==> src/rtl/lsu_pkg.sv <==
// Shared definitions for the load/store unit: widths, RV32I funct3 access
// encodings, the FSM state type and a funct3 legality helper.
package lsu_pkg;

    localparam int D_WIDTH  = 32;
    localparam int A_WIDTH  = 32;
    localparam int BE_WIDTH = D_WIDTH / 8;

    localparam logic [2:0] F3_B  = 3'b000;
    localparam logic [2:0] F3_H  = 3'b001;
    localparam logic [2:0] F3_W  = 3'b010;
    localparam logic [2:0] F3_BU = 3'b100;
    localparam logic [2:0] F3_HU = 3'b101;

    typedef enum logic [1:0] {
        IDLE = 2'd0,
        BUS  = 2'd1,
        DONE = 2'd2
    } lsu_state_e;

    // Stores only exist in signed-size form; loads also allow the unsigned sizes.
    function automatic logic f3_legal(input logic we, input logic [2:0] f3);
        case (f3)
            F3_B, F3_H, F3_W: return 1'b1;
            F3_BU, F3_HU:     return !we;
            default:          return 1'b0;
        endcase
    endfunction

endpackage

==> src/rtl/load_store_unit_format.sv <==
// Combinational data formatting for the load/store unit: store byte enables and
// lane replication, plus load byte/half selection with sign or zero extension.
module lsu_format
    import lsu_pkg::*;
(
    input  logic [2:0]          st_funct3,
    input  logic [1:0]          st_addr_lo,
    input  logic [D_WIDTH-1:0]  st_wdata,
    output logic [BE_WIDTH-1:0] st_be,
    output logic [D_WIDTH-1:0]  st_lanes,
    input  logic [2:0]          ld_funct3,
    input  logic [1:0]          ld_addr_lo,
    input  logic [D_WIDTH-1:0]  ld_word,
    output logic [D_WIDTH-1:0]  ld_data
);

    logic [7:0]  byte_sel;
    logic [15:0] half_sel;

    // Replicate the store data into every lane it could land in and enable only the addressed lanes.
    always_comb begin
        st_be    = 4'b1111;
        st_lanes = st_wdata;
        case (st_funct3)
            F3_B, F3_BU: begin
                st_be    = 4'b0001 << st_addr_lo;
                st_lanes = {4{st_wdata[7:0]}};
            end
            F3_H, F3_HU: begin
                st_be    = st_addr_lo[1] ? 4'b1100 : 4'b0011;
                st_lanes = {2{st_wdata[15:0]}};
            end
            default: begin
                st_be    = 4'b1111;
                st_lanes = st_wdata;
            end
        endcase
    end

    // Pick the addressed byte/half out of the bus word and extend it to a full register value.
    always_comb begin
        byte_sel = ld_word[{ld_addr_lo, 3'b000} +: 8];
        half_sel = ld_addr_lo[1] ? ld_word[31:16] : ld_word[15:0];
        case (ld_funct3)
            F3_B:    ld_data = {{24{byte_sel[7]}}, byte_sel};
            F3_BU:   ld_data = {24'd0, byte_sel};
            F3_H:    ld_data = {{16{half_sel[15]}}, half_sel};
            F3_HU:   ld_data = {16'd0, half_sel};
            F3_W:    ld_data = ld_word;
            default: ld_data = '0;
        endcase
    end

endmodule

==> src/rtl/load_store_unit.sv <==
// Multi-cycle RV32I load/store unit: accepts an ALU address and store data,
// runs one request/acknowledge bus transfer and returns extended load data,
// stalling the core while the transfer is outstanding.
// Optional feature macro: LSU_MISALIGN_TRAP_EN rejects misaligned H/W accesses.
module load_store_unit
    import lsu_pkg::*;
#(
    parameter int d_width = D_WIDTH,
    parameter int a_width = A_WIDTH
) (
    input  logic               clk,
    input  logic               rst,
    input  logic               req_valid,
    input  logic               req_we,
    input  logic [2:0]         funct3,
    input  logic [a_width-1:0] addr,
    input  logic [d_width-1:0] wdata,
    output logic               stall,
    output logic               resp_valid,
    output logic [d_width-1:0] rdata,
    output logic               err,
    output logic               bus_req,
    output logic               bus_we,
    output logic [a_width-1:0] bus_addr,
    output logic [3:0]         bus_be,
    output logic [d_width-1:0] bus_wdata,
    input  logic               bus_ack,
    input  logic [d_width-1:0] bus_rdata
);

    lsu_state_e         state_q, state_d;
    logic [a_width-1:0] bus_addr_q, bus_addr_d;
    logic [3:0]         bus_be_q, bus_be_d;
    logic [d_width-1:0] bus_wdata_q, bus_wdata_d;
    logic               bus_we_q, bus_we_d;
    logic [2:0]         funct3_q, funct3_d;
    logic [1:0]         addr_lo_q, addr_lo_d;
    logic               rej_q, rej_d;
    logic [d_width-1:0] rdata_q, rdata_d;

    logic               access_legal;
    logic [3:0]         fmt_be;
    logic [d_width-1:0] fmt_lanes;
    logic [d_width-1:0] fmt_load;

    lsu_format u_format (
        .st_funct3  (funct3),
        .st_addr_lo (addr[1:0]),
        .st_wdata   (wdata),
        .st_be      (fmt_be),
        .st_lanes   (fmt_lanes),
        .ld_funct3  (funct3_q),
        .ld_addr_lo (addr_lo_q),
        .ld_word    (bus_rdata),
        .ld_data    (fmt_load)
    );

    // Decide whether the incoming request may be issued on the bus at all.
    always_comb begin
        access_legal = f3_legal(req_we, funct3);
`ifdef LSU_MISALIGN_TRAP_EN
        if ((funct3 == F3_H || funct3 == F3_HU) && addr[0]) begin
            access_legal = 1'b0;
        end
        if (funct3 == F3_W && addr[1:0] != 2'b00) begin
            access_legal = 1'b0;
        end
`endif
    end

    // Next-state and stall logic: IDLE accepts or rejects, BUS waits for ack, DONE reports for one cycle.
    always_comb begin
        state_d     = state_q;
        bus_addr_d  = bus_addr_q;
        bus_be_d    = bus_be_q;
        bus_wdata_d = bus_wdata_q;
        bus_we_d    = bus_we_q;
        funct3_d    = funct3_q;
        addr_lo_d   = addr_lo_q;
        rej_d       = rej_q;
        rdata_d     = rdata_q;
        stall       = 1'b0;
        case (state_q)
            IDLE: begin
                stall = req_valid;
                if (req_valid) begin
                    rej_d   = !access_legal;
                    rdata_d = '0;
                    if (access_legal) begin
                        bus_addr_d  = {addr[a_width-1:2], 2'b00};
                        bus_be_d    = fmt_be;
                        bus_wdata_d = fmt_lanes;
                        bus_we_d    = req_we;
                        funct3_d    = funct3;
                        addr_lo_d   = addr[1:0];
                        state_d     = BUS;
                    end else begin
                        state_d = DONE;
                    end
                end
            end
            BUS: begin
                stall = 1'b1;
                if (bus_ack) begin
                    rdata_d = bus_we_q ? '0 : fmt_load;
                    state_d = DONE;
                end
            end
            DONE: begin
                state_d = IDLE;
            end
            default: begin
                state_d = IDLE;
            end
        endcase
    end

    // State and transfer registers; reset abandons any transfer in flight.
    always_ff @(posedge clk or posedge rst) begin
        if (rst) begin
            state_q     <= IDLE;
            bus_addr_q  <= '0;
            bus_be_q    <= '0;
            bus_wdata_q <= '0;
            bus_we_q    <= 1'b0;
            funct3_q    <= '0;
            addr_lo_q   <= '0;
            rej_q       <= 1'b0;
            rdata_q     <= '0;
        end else begin
            state_q     <= state_d;
            bus_addr_q  <= bus_addr_d;
            bus_be_q    <= bus_be_d;
            bus_wdata_q <= bus_wdata_d;
            bus_we_q    <= bus_we_d;
            funct3_q    <= funct3_d;
            addr_lo_q   <= addr_lo_d;
            rej_q       <= rej_d;
            rdata_q     <= rdata_d;
        end
    end

    assign bus_req    = (state_q == BUS);
    assign bus_we     = bus_we_q;
    assign bus_addr   = bus_addr_q;
    assign bus_be     = bus_be_q;
    assign bus_wdata  = bus_wdata_q;
    assign resp_valid = (state_q == DONE) && !rej_q;
    assign err        = (state_q == DONE) && rej_q;
    assign rdata      = rdata_q;

endmodule
==> config.mk <==
export PLATFORM = sky130hd
export DESIGN_NAME = load_store_unit
export DESIGN_NICKNAME = d
export VERILOG_FILES = /design/src/rtl/lsu_pkg.sv /design/src/rtl/load_store_unit_format.sv /design/src/rtl/load_store_unit.sv
export SDC_FILE = /design/constraint.sdc
export NUM_CORES = 1
export LEC_CHECK = 0
export CAP_MARGIN = 40
export CORE_MARGIN = 1
export CORE_UTILIZATION = 32
export CTS_CLUSTER_SIZE = 30
export DETAILED_ROUTE_END_ITERATION = 10
export GPL_TIMING_DRIVEN = 0
export PLACE_DENSITY = 0.67
export SETUP_SLACK_MARGIN = 0.05
export SYNTH_ARGS = -nofsm -noshare
export SYNTH_HDL_FRONTEND = slang
export SYNTH_HIERARCHICAL = 1
export SYNTH_SLANG_ARGS = --single-unit
==> constraint.sdc <==
create_clock -name clk -period 4.05 [get_ports clk]
set_input_delay 0.6075 -clock clk [delete_from_list [all_inputs] [get_ports clk]]
set_output_delay 0.6075 -clock clk [all_outputs]
set_load 0.01 [all_outputs]
==> reports/results.txt <==
CTS Buffer Depth = 2
reg2reg end = bus_addr[31]
Max Clock Skew = 0.01006 ns
crit start category = flop
Tcrit/Tclk final = 0.6587
largest family of logic cells by synthesized area = multiplexers
Compound-Gate Fraction of Synth Area = 0.1450
Vias = 4797
status = finished, violations left
footprint of the multi-input gates = 2823 µm²
largest net degree at the start of global routing = 43
Sink Count = 107
Syn. warnings = 6
R2R cell count = 6
final wirelength = 17670 µm
TritonCTS clock tree = built
RR Startpoint = state_q[0]
CTS clk-pin slew, worst paths = 0.07 ns
Simple-Gate Fraction of Synth Area = 0.07893
Cell variety after synth = 44
die outline width = 138.3 µm
vias in the first global route = 4937
Slew Limit Fails = 0
DRC violations left = 28
chip height = 138.3 µm
Max-Cap Viols = 0
htree depth = 3
RSZ-0062 raised after global routing = false
first-pass GRT wire length = 27860 µm
WP data required = 3.44 ns
mapped cell area = 5944 µm²
mux contribution to synthesized area = 0.2496
CP Capture Type = output pin
peak supply drop = 0.0002959 V
Post-layout nets = 832
failing checks = DRC
Setup Buffers After CTS = 0
Remaining Overflow, GRT = 0
Adder-Cell Fraction of Synth Area = 0
sequential share of the synthesized area = 0.4504
Max Clock Freq = 374.8 MHz
setup TNS = 0 ns
Critical Path Start = state_q[1]
die footprint = 19130 µm²
Post-Syn Area per Cell = 11.70 µm²
Setup Viol. Count Final = 0
crit path time final = 2.668 ns
Clock Latency Late Sink = 0.36 ns
Avg WL per Cell = 18.41 µm
Starting DRT DRC Count = 301
dpl hpwl = 13280 µm
drt via density = 4.997
crit path capture = resp_valid
Root Driver = clkbuf_16
layout cells sized above 1 = 0.2202
final hold violations = 0
slowest CP cell = clkdlybuf4s50_1
Routed Antenna Nets = 0
Register Area = 2678 µm²
WS Path Type = reg2out
register bit total from synthesis = 107
initial antenna violation count = 0
PortBufs = 206
setup slack, reg-to-reg = 1.99 ns
slowest stage delay, CP = 0.58 ns
core area = 18090 µm²
CP Cell Sequence = buf_2 -> clkbuf_1 -> nor3b_1 -> clkdlybuf4s50_1
area grow syn2layout = 44.87%
Async SR Flop Fraction = 1.000
FILL cells = 1632
Rel. slew slack = 0.4003
final total power = 4597 µW
Least-Margin Pin Slew = 0.8963 ns
Ports = 209
cells after synthesis = 508
cell row count = 49
Pre-antenna DRT Iters = 8
Post-CTS Hold Buffers = 0
number of synthesized flops with an enable pin = 0
Min-Delay Path Class = reg2reg
Lkg Pwr = 0.003701 µW
WP data arrival = 2.06 ns
GPL Wtd Cong = 0.9569
XOR/XNOR Fraction of Synth Area = 0
Initial Util = 0.3287
ys flop type = dfrtp_1
pwr dens = 533.8 nW/µm²
GRT Total Usage = 0.1882
# diodes = 0
CTS buffer count = 9
cts repair resizes = 0
CP max FO = 10
[area by class of cell]
cell class / instances / area share
multi-input cells: 343 / 0.3278
flip-flops and latches: 107 / 0.3109
repair buffers: 208 / 0.2450
plain buffers: 54 / 0.04983
well taps: 229 / 0.03327
clock buffers: 9 / 0.02615
clock inverters: 5 / 0.004649
inverters: 5 / 0.002470
[synthesized netlist by cell type (all sizes together), types with 4 or more instances]
cell,number,area share
a21oi,27,0.030
a221o,7,0.012
buf,30,0.057
clkbuf,24,0.015
dfrtp,107,0.45
inv,5,0.0032
mux2,91,0.22
mux2i,20,0.034
nand2,62,0.039
nor2,15,0.011
nor2b,4,0.0055
nor3b,4,0.0059
o21ai,52,0.044
o31ai,32,0.040
[critical path: cells and delay by family, from the launching register on]
kind	cells	cell delay, ns
buffers and inverters	3	1.14
DFF	1	0.32
and+or+nand+nor	1	0.24
[kinds of logic after synthesis]
kind of cell | count (synthesis)
AOI/OAI and AO/OA | 132
buffers and inverters | 59
DFF | 107
muxes | 111
other | 1
and+or+nand+nor | 98
[sequential cells by signal, indices dropped and copies added, names as in the netlist]
register   flops
bus_addr      30
rej_q          1
addr_lo_q      2
bus_be         4
state_q        2
rdata         32
bus_wdata     32
bus_we         1
funct3_q       3
[layer usage]
layer	share of wire	global-route usage	vias up
li1	-	-	2240
met1	0.44	0.2387	2331
met2	0.46	0.3077	211
met3	0.087	0.05369	15
met4	0.014	0.06387	0
met5	0	0	-
[worst min-delay path by stage]
stage,cells past startpoint,startpoint,to,slack (ns)
6_report,1,bus_addr[9],bus_addr[9],0.51
5_1_grt,1,bus_addr[10],bus_addr[10],0.52
3_5_place_dp,1,bus_addr[15],bus_addr[15],0.49
2_1_floorplan,1,rej_q,rej_q,0.48
3_3_place_gp,1,bus_addr[9],bus_addr[9],0.49
4_1_cts,1,bus_addr[9],bus_addr[9],0.51
[metrics by stage]
step	cell area (µm²)	hold WS, ns	setup slack, ns	util	std cells
2_1_floorplan	5948	0.4796	0.6253	-	509
6_report	8612	0.5080	1.382	0.4762	960
3_5_place_dp	8347	0.4905	1.187	0.4615	946
4_1_cts	8612	0.5109	1.382	0.4762	960
3_3_place_gp	8297	0.4901	-1.208	0.4587	944
5_1_grt	8612	0.5223	1.311	0.4762	960
[power breakdown]
group	internal (µW)	switching, µW
registers	1380	201
clock network	417	432
logic	1290	878
[cell usage in the layout (no fill, tap or decap), types with 3 or more instances in the layout]
cell,count
clkbuf_16,9
mux2_2,23
nor3b_1,3
o21bai_1,3
buf_2,5
clkbuf_1,24
inv_1,4
a21oi_1,16
clkdlybuf4s50_1,206
a221o_1,7
buf_12,9
mux2_4,68
o21ai_1,3
nor2_1,14
a21oi_2,11
o21ai_0,49
buf_4,10
o31ai_1,32
buf_6,7
nand2_1,62
nor3_1,3
dfrtp_1,107
nor2b_1,3
mux2i_1,19
No activity file was read; power rests on OpenSTA's default activity.
